## src/rtl/seg7_pkg.sv

```systemverilog
// seg7_pkg: BCD digit type, segment bit indices and active-high digit patterns
package seg7_pkg;
  typedef logic [3:0] bcd_digit_t;
  localparam int SEG_A = 0;
  localparam int SEG_B = 1;
  localparam int SEG_C = 2;
  localparam int SEG_D = 3;
  localparam int SEG_E = 4;
  localparam int SEG_F = 5;
  localparam int SEG_G = 6;
  localparam logic [6:0] SEG_0 = 7'h3F;
  localparam logic [6:0] SEG_1 = 7'h06;
  localparam logic [6:0] SEG_2 = 7'h5B;
  localparam logic [6:0] SEG_3 = 7'h4F;
  localparam logic [6:0] SEG_4 = 7'h66;
  localparam logic [6:0] SEG_5 = 7'h6D;
  localparam logic [6:0] SEG_6 = 7'h7D;
  localparam logic [6:0] SEG_7 = 7'h07;
  localparam logic [6:0] SEG_8 = 7'h7F;
  localparam logic [6:0] SEG_9 = 7'h6F;
  localparam logic [6:0] SEG_BLANK = 7'h00;
endpackage

```

## src/rtl/seg7_decode.sv

```systemverilog
// seg7_decode: combinational BCD digit to seven-segment pattern; codes 10..15 blank
module seg7_decode
  import seg7_pkg::*;
(
  input  bcd_digit_t digit,
  output logic [6:0] seg
);
  always_comb begin
    seg = SEG_BLANK;
    case (digit)
      4'd0: seg = SEG_0;
      4'd1: seg = SEG_1;
      4'd2: seg = SEG_2;
      4'd3: seg = SEG_3;
      4'd4: seg = SEG_4;
      4'd5: seg = SEG_5;
      4'd6: seg = SEG_6;
      4'd7: seg = SEG_7;
      4'd8: seg = SEG_8;
      4'd9: seg = SEG_9;
      default: seg = SEG_BLANK;
    endcase
  end
endmodule

```

## src/rtl/seg7_bcd_feed.sv

```systemverilog
// seg7_bcd_feed: button-driven two-digit BCD up/down counter feeding a registered segment word.
// Define SEG7_LZB_EN to blank the tens digit when it is zero.
module seg7_bcd_feed
  import seg7_pkg::*;
#(
  parameter int MAX_COUNT = 99
) (
  input  logic        clk,
  input  logic        rst,
  input  logic        inc,
  input  logic        dec,
  input  logic        clr,
  output logic [13:0] both7seg,
  output logic [7:0]  bcd,
  output logic        ovf,
  output logic        unf,
  output logic        upd
);
  localparam bcd_digit_t MAX_T = bcd_digit_t'(MAX_COUNT / 10);
  localparam bcd_digit_t MAX_O = bcd_digit_t'(MAX_COUNT % 10);
`ifdef SEG7_LZB_EN
  localparam logic [13:0] SEG_RST = {SEG_BLANK, SEG_0};
`else
  localparam logic [13:0] SEG_RST = {SEG_0, SEG_0};
`endif
  logic [1:0] inc_s, dec_s;
  logic inc_p, dec_p, inc_e, dec_e, up, dn, at_max, at_zero;
  bcd_digit_t ones, tens, ones_n, tens_n;
  logic [6:0] seg_t, seg_o, seg_tb;
  logic [13:0] seg_n;
  assign inc_e = inc_s[1] & ~inc_p;
  assign dec_e = dec_s[1] & ~dec_p;
  assign up = inc_e & ~dec_e & ~clr;
  assign dn = dec_e & ~inc_e & ~clr;
  assign at_max = (tens == MAX_T) && (ones == MAX_O);
  assign at_zero = (tens == 4'd0) && (ones == 4'd0);
  always_comb begin
    ones_n = (clr || (up && at_max)) ? 4'd0 :
             up ? ((ones == 4'd9) ? 4'd0 : ones + 4'd1) :
             dn ? (at_zero ? MAX_O : (ones == 4'd0) ? 4'd9 : ones - 4'd1) : ones;
    tens_n = (clr || (up && at_max)) ? 4'd0 :
             up ? ((ones == 4'd9) ? tens + 4'd1 : tens) :
             dn ? (at_zero ? MAX_T : (ones == 4'd0) ? tens - 4'd1 : tens) : tens;
  end
  seg7_decode u_dec_t (.digit(tens), .seg(seg_t));
  seg7_decode u_dec_o (.digit(ones), .seg(seg_o));
`ifdef SEG7_LZB_EN
  assign seg_tb = (tens == 4'd0) ? SEG_BLANK : seg_t;
`else
  assign seg_tb = seg_t;
`endif
  assign seg_n = {seg_tb, seg_o};
  assign bcd = {tens, ones};
  always_ff @(posedge clk) begin
    if (rst) begin
      inc_s    <= '0;
      dec_s    <= '0;
      inc_p    <= 1'b0;
      dec_p    <= 1'b0;
      ones     <= '0;
      tens     <= '0;
      ovf      <= 1'b0;
      unf      <= 1'b0;
      both7seg <= SEG_RST;
      upd      <= 1'b0;
    end else begin
      inc_s    <= {inc_s[0], inc};
      dec_s    <= {dec_s[0], dec};
      inc_p    <= inc_s[1];
      dec_p    <= dec_s[1];
      ones     <= ones_n;
      tens     <= tens_n;
      ovf      <= up & at_max;
      unf      <= dn & at_zero;
      both7seg <= seg_n;
      upd      <= seg_n != both7seg;
    end
  end
endmodule
```

## config.mk

```make
export PLATFORM = sky130hd
export DESIGN_NAME = seg7_bcd_feed
export DESIGN_NICKNAME = d
export VERILOG_FILES = /design/src/rtl/seg7_pkg.sv /design/src/rtl/seg7_decode.sv /design/src/rtl/seg7_bcd_feed.sv
export SDC_FILE = /design/constraint.sdc
export NUM_CORES = 1
export LEC_CHECK = 0
export CAP_MARGIN = 20
export CORE_UTILIZATION = 40
export CTS_CLUSTER_SIZE = 12
export DETAILED_ROUTE_END_ITERATION = 8
export GPL_TIMING_DRIVEN = 0
export PLACE_DENSITY_LB_ADDON = 0.25
export SLEW_MARGIN = 10
export SYNTH_ARGS = -nofsm -noshare
export SYNTH_HDL_FRONTEND = slang
export SYNTH_SLANG_ARGS = --single-unit
```

## constraint.sdc

```tcl
create_clock -name clk -period 3.1 [get_ports clk]
set_input_delay 0.93 -clock clk [delete_from_list [all_inputs] [get_ports clk]]
set_output_delay 0.93 -clock clk [all_outputs]
set_load 0.03 [all_outputs]
```

==> out/summary.txt, run 1 <==
Largest stage delay, worst path -> 390 ps
CP bufs+invs -> 4
RSZ-0062 raised after global routing -> no
Cell family with most CP delay -> compound AO/OA/AOI/OAI gates
Synth cell types -> 60
Crit path launch -> ones[1]
Crit-path slowest cell -> dfxtp_1
Die area -> 6060 µm²
Clock root buffer -> clkbuf_8
Xor/xnor share of the synthesized area -> 6.79%
Crit path capture -> u_dec_t.seg[0]
Die Y -> 77.9 µm
CTS max path bufs -> 2
WP depth -> 12
Max Slew Vio Count -> 0
Site Rows -> 27
Crit Path Category -> reg2reg
Clock power share -> 32.9%
Peak supply drop -> 0.193 mV
Placed cell areas -> 2670 µm²
DP HPWL -> 3400 µm
Crit-path cells -> inv_1 -> ha_1 -> nor3b_4 -> o21ai_2 -> a211oi_4 -> buf_4 -> buf_4 -> o211a_1 -> inv_1 -> ha_1 -> mux2_2 -> o21ai_0
Area leader, netlist -> dfxtp_1
Final ANT Viol Nets -> 0
Synth top area cells -> dfxtp_1 39%, ha_1 9.8%, xor2_1 4.2%
Largest family of logic cells by synthesized area -> simple AND/OR/NAND/NOR gates
Top post-synthesis cells by count -> 45 x dfxtp_1, 18 x ha_1, 15 x inv_1
Mapped Nets -> 264
Seq pwr share -> 53.6%
Worst-Margin Slew -> 567 ps
Port Buffer Count -> 28
Syn. warnings -> 0
Relative slew slack -> 62.1%
Skew-Pair Late Insertion Delay -> 300 ps
Vias -> 1794
Crit path DAT -> 3110 ps
Depth of the worst register-to-register path -> 12
Clock Skew -> 8.27 ps
Max-Cap Viols -> 0
P per Cell Area -> 407 nW/µm²
Post-Syn Instances -> 241
Congestion Overflow GR -> 0
Number of global-route vias before repair -> 1734
Fmax -> 347 MHz
All-Layer GR Usage -> 16.9%
Worst R2R Setup Slack -> 220 ps
Gate power share -> 13.5%
Clk sinks -> 45
N_diodes -> 0
Compound-Gate Fraction of Synth Area -> 16.8%
Post-Layout Inst Area -> 2810 µm²
Share of cells above drive strength 1 -> 16.4%
Adder-cell share of the synthesized area -> 9.78%
CTS tree -> done
I/O pins -> 30
Mux contribution to synthesized area -> 1.47%
Area delta synth->final -> 21.9%
First-pass DRT Iterations -> 4
Reg clk slew, reported paths -> 90 ps
Largest net degree at the start of global routing -> 17
Setup TNS -> 0 ps
Min Tclk post-route -> 2880 ps
Hold Crit Class -> reg2reg
Initial DRC count -> 65
Syn Area/Cell -> 9.55 µm²
#FFs+latches synth -> 45
Synth top area share -> 39.1%
Worst R2R End -> u_dec_t.seg[0]
Register area share after synthesis -> 39.1%
Post-synthesis simple-gate area fraction -> 21.5%
GPL Wtd Cong -> 0.855
Final Hold Fails -> 0
Final setup fails -> 0
Status -> finished clean
Crit. End Element -> flip-flop
Post-synth EDFFs -> 0
DR WL/cell -> 12.8 µm
R2R Path Start -> ones[1]
Vias per std cell -> 5.08
H-tree depth -> 2
CP max FO -> 7
Nets -> 303
P_sw -> 0.000312 W
Synthesized area -> 2300 µm²
Die X -> 77.9 µm
Top FF cell, synth -> dfxtp_1
Net Sw Frac -> 27.3%
DRC Markers -> 0
Initial core utilization -> 41.6%
Leak pwr -> 1.16 nW
Internal Power -> 0.000831 W
Fin crit share -> 92.8%
First-pass GRT wire length -> 8060 µm
Core box area -> 5540 µm²
Initial antenna violation count -> 0
Worst endpoint required time -> 3330 ps
CTS buffer count -> 5
Total wire length -> 4530 µm
Fraction of registers with async set/reset -> 0%
Type of origin of the critical path -> flip-flop
Count leader, synth -> dfxtp_1
kinds of logic (layout without fill, tap and decap cells):
logic type,count (synthesis),count (layout)
buffers and inverters,23,63
muxes,3,3
DFF,45,45
and+or+nand+nor,82,82
adders and majority gates,18,18
xor gates and xnor gates,17,17
AOI/OAI and AO/OA,53,53
sequential cells by signal, summed over array words and instances (netlist names):
register,count
both7seg,14
u_dec_o.seg,7
u_dec_t.seg,7
ones,4
tens,4
dec_s,2
inc_s,2
dec_p,1
inc_p,1
ovf,1
unf,1
upd,1
per-stage QoR:
step | hold slack [ps] | total power (W) | setup slack [ps] | utilization, % | cells
6_report | 450 | 0.00114 | 222 | 50.7 | 353
5_1_grt | 477 | 0.00120 | 20.8 | 50.7 | 353
4_1_cts | 458 | 0.00115 | 112 | 49.9 | 349
3_5_place_dp | 430 | 0.000777 | -150 | 48.2 | 341
3_3_place_gp | 419 | 0.000775 | -199 | 48.2 | 341
2_1_floorplan | 414 | 0.000731 | 145 | - | 241
placed cells by master (no fill, tap or decap), types with 3 or more instances in the layout:
| master | count |
|---|---|
| nor3_1 | 4 |
| o21ai_0 | 7 |
| inv_1 | 15 |
| or2_2 | 12 |
| clkbuf_1 | 3 |
| nand3b_1 | 3 |
| a211oi_1 | 3 |
| nor2_1 | 11 |
| nor2b_1 | 10 |
| nand4_1 | 3 |
| clkdlybuf4s50_1 | 28 |
| a31oi_1 | 3 |
| dfxtp_1 | 45 |
| a21oi_1 | 9 |
| buf_4 | 6 |
| xnor2_1 | 5 |
| nand3_1 | 5 |
| nand2_1 | 11 |
| xor2_1 | 11 |
| o22ai_1 | 4 |
| clkbuf_8 | 5 |
| nand2b_1 | 3 |
| mux2_2 | 3 |
| ha_1 | 18 |
| o211ai_1 | 3 |
worst min path at each step:
stage / start / endpoint / slack, ps / depth (start not counted)
floorplan: dec_s[0] / dec_s[1] / 410 / 1
global placement: dec_s[0] / dec_s[1] / 420 / 1
detailed placement: dec_s[0] / dec_s[1] / 430 / 1
CTS: inc_s[0] / inc_s[1] / 460 / 1
global route: inc_s[0] / inc_s[1] / 480 / 1
finish: dec_s[0] / dec_s[1] / 450 / 1
routing by layer:
layer  up-vias  global-route usage [%]  share of wire, %
li1        926                       -                 -
met1       833                    22.1                51
met2        30                    27.3                44
met3         5                    3.53               3.5
met4         0                    5.66               1.4
met5         -                       0                 0
final cells by class:
class | count | area [µm²]
buffer | 8 | 47.5
sequential | 45 | 901
timing repair buffer | 32 | 310
clock inverter | 3 | 25.0
fill | 537 | 2730
inverter | 15 | 56.3
tap | 72 | 90.1
clock buffer | 5 | 68.8
multi-input combinational | 173 | 1310
power groups by stage:
stage               Combinational, W  Sequential [W]  Clock [W]
floorplan                  0.0000884        0.000643          0
global placement            0.000150        0.000625          0
detailed placement          0.000151        0.000626          0
CTS                         0.000151        0.000613   0.000388
global route                0.000170        0.000616   0.000414
finish                      0.000154        0.000612   0.000376
worst reg2reg max path, stage by stage (launching register included):
cell,delay (ps)
dfxtp_1,390
inv_1,150
ha_1,250
nor3b_4,340
o21ai_2,150
a211oi_4,350
buf_4,180
buf_4,90
o211a_1,200
inv_1,110
ha_1,210
mux2_2,260
o21ai_0,140
repair_timing:
action,in CTS,in global routing
setup endpoints to repair,0,6
hold buffers,0,0
setup buffers,0,4
gates resized for setup,0,2
Note: power is estimated with default switching activity, not from simulation.
==> inputs of run 2 (changes only) <==
CAP_MARGIN = unset   (was 20)
CTS_BUF_LIST = sky130_fd_sc_hd__clkbuf_4   (was unset)
CTS_CLUSTER_SIZE = unset   (was 12)
==> run 2 against run 1 <==
Highest routed layer unchanged. Global-route usage about the same. Cell count down 0.85%. Clock skew up 7.2 ps. Die area unchanged. Sequential power about the same. Design area down 1.9%. Via count down 1.0%. First-iteration DRC count up 26%. Sequential cell count unchanged. Wire length down 0.71%. Core utilization down 0.97 points. Setup slack better by 24 ps.
==> out/summary.txt, run 2 (synthesis results as in run 1) <==
Status -> finished clean
Number of global-route vias before repair -> 1745 (+0.63%)
Placed cell areas -> 2670 µm² (unchanged)
WP depth -> 10 (-2)
Max FFs per register -> 14 (unchanged)
Clock root buffer -> clkbuf_4
Initial DRC count -> 82 (+26%)
Most frequent cells in the layout -> 45 x dfxtp_1, 28 x clkdlybuf4s50_1, 18 x ha_1
Vias -> 1776 (-1.0%)
DR WL/cell -> 12.8 µm (+0.14%)
# fillers -> 547 (+1.9%)
CP bufs+invs -> 2 (-2)
Initial antenna violation count -> 0 (unchanged)
Pre-CTS setup slack -> -150 ps (unchanged)
Die area -> 6060 µm² (unchanged)
Worst endpoint required time -> 3400 ps (+70 ps)
Reg clk slew, reported paths -> 140 ps (+50 ps)
Depth of the worst register-to-register path -> 11 (-1)
Crit path launch -> clr
Leak pwr -> 1.13 nW (-2.5%)
Crit. End Element -> flip-flop
Initial core utilization -> 41.6% (unchanged)
Area delta synth->final -> 19.6%
Min Tclk post-route -> 2850 ps (-23.7 ps)
Port Buffer Count -> 28 (unchanged)
Gate power share -> 14.3% (+0.8 points)
Most common cell after layout, fill and taps aside -> dfxtp_1
Seq pwr share -> 57.8% (+4.2 points)
Crit path DAT -> 3160 ps (+50 ps)
Clk sinks -> 45 (unchanged)
Net Sw Frac -> 28.4% (+1.1 points)
Crit-path slowest cell -> a211o_1
Peak supply drop -> 0.187 mV (-2.8%)
CTS max path bufs -> 2 (unchanged)
Skew-Pair Late Insertion Delay -> 360 ps (+60 ps)
Top reg by flops -> both7seg
Vias per std cell -> 5.07 (-0.15%)
CP max FO -> 9 (+2)
Worst R2R Setup Slack -> 250 ps (+20 ps)
CTS tree -> done
Crit-path cells -> buf_6 -> nor3b_4 -> nand3_4 -> a211oi_4 -> buf_4 -> nor2_2 -> a211o_1 -> ha_1 -> mux2_2 -> o21ai_0
Min-Delay Startpoint -> inc_s[0]
Largest stage delay, worst path -> 380 ps (about the same)
Relative slew slack -> 61.1% (-1.0 points)
RSZ-0062 raised after global routing -> no
N_diodes -> 0 (unchanged)
Nets -> 300 (-0.99%)
Clock Skew -> 15.4 ps (+7.15 ps)
Hold Crit Class -> reg2reg
Fin crit share -> 92.1% (-0.76 points)
DRC Markers -> 0 (unchanged)
CTS buffer count -> 5 (unchanged)
Fmax -> 350 MHz (+0.83%)
DP HPWL -> 3400 µm (unchanged)
Final setup fails -> 0 (unchanged)
Post-Layout Inst Area -> 2750 µm² (-1.9%)
P_sw -> 0.000301 W (-3.4%)
P per Cell Area -> 386 nW/µm² (-5.3%)
Internal Power -> 0.000760 W (-8.5%)
Max-Cap Viols -> 0 (unchanged)
Die X -> 77.9 µm (unchanged)
Cell family with most CP delay -> compound AO/OA/AOI/OAI gates
Crit Path Category -> in2reg
Post-route setup slack -> 246 ps (+23.7 ps)
Core box area -> 5540 µm² (unchanged)
Non-Filler Instances -> 350 (-0.85%)
First-pass GRT wire length -> 8050 µm (-0.17%)
Total wire length -> 4500 µm (-0.71%)
Largest net degree at the start of global routing -> 17 (unchanged)
R2R Path Start -> ones[1]
Setup TNS -> 0 ps (unchanged)
Cells after DPL -> 341 (unchanged)
Crit path capture -> u_dec_t.seg[3]
Worst-Margin Slew -> 582 ps (+15.0 ps)
Share of cells above drive strength 1 -> 15.5% (-0.90 points)
Congestion Overflow GR -> 0 (unchanged)
GPL Wtd Cong -> 0.855 (unchanged)
Final Hold Fails -> 0 (unchanged)
Final ANT Viol Nets -> 0 (unchanged)
Worst R2R End -> u_dec_t.seg[3]
All-Layer GR Usage -> 16.8% (-0.025 points)
Die Y -> 77.9 µm (unchanged)
Clock power share -> 27.9% (-5.0 points)
Site Rows -> 27 (unchanged)
Type of origin of the critical path -> input pin
First-pass DRT Iterations -> 4 (unchanged)
H-tree depth -> 2 (unchanged)
I/O pins -> 30 (unchanged)
Max Slew Vio Count -> 0 (unchanged)
==> run 2: routing by layer <==
metal	global-route usage (%)	wire length, µm	up-vias
li1	-	-	918
met2	26.9	1960	46
met4	6.79	65	0
met5	0	0	-
met3	3.29	198	6
met1	22.1	2270	806
==> run 2: worst register-to-register path, cell delays in order, from the launching register on <==
cell,delay [ps]
dfxtp_1,400
inv_1,150
ha_1,250
nor3b_4,330
o21ai_2,150
a211oi_4,200
buf_4,180
nor2_2,40
a211o_1,380
ha_1,330
mux2_2,260
o21ai_0,120
==> run 2: repair_timing <==
action / CTS / global route
setup buffers: 0 / 1
resized for setup: 0 / 2
hold buffers: 0 / 0
endpoints found under the hold margin: 0 / 0
setup endpoints to repair: 0 / 5
==> run 2: metrics by stage <==
step	total power (W)	hold WS (ps)	util, %
after global placement	0.000775	419	48.2
final	0.00106	460	49.7
after floorplan	0.000731	414	-
after CTS	0.00107	464	49.4
after global routing	0.00112	482	49.7
after detailed placement	0.000777	430	48.2
==> run 2: worst min-delay path by stage <==
stage / end / slack, ps / cells past startpoint
after floorplan: dec_s[1] / 410 / 1
after global placement: dec_s[1] / 420 / 1
after detailed placement: dec_s[1] / 430 / 1
after CTS: inc_s[1] / 460 / 1
after global routing: inc_s[1] / 480 / 1
final: inc_s[1] / 460 / 1
==> run 2: power by group through the flow <==
stage	clock network [W]	registers, W	logic [W]
CTS	0.000307	0.000614	0.000151
detailed placement	0	0.000626	0.000151
global placement	0	0.000625	0.000150
global route	0.000332	0.000617	0.000168
floorplan	0	0.000643	0.0000884
finish	0.000296	0.000613	0.000152
==> run 2: layout make-up <==
cell class / instances / area, µm² / share of cell area [%]
plain buffers: 8 / 47.5 / 1.73
clock buffers: 5 / 37.5 / 1.36
clock inverters: 3 / 25.0 / 0.909
inverters: 15 / 56.3 / 2.05
multi-input cells: 173 / 1310 / 47.5
flip-flops and latches: 45 / 901 / 32.7
well taps: 72 / 90.1 / 3.27
repair buffers: 29 / 288 / 10.5
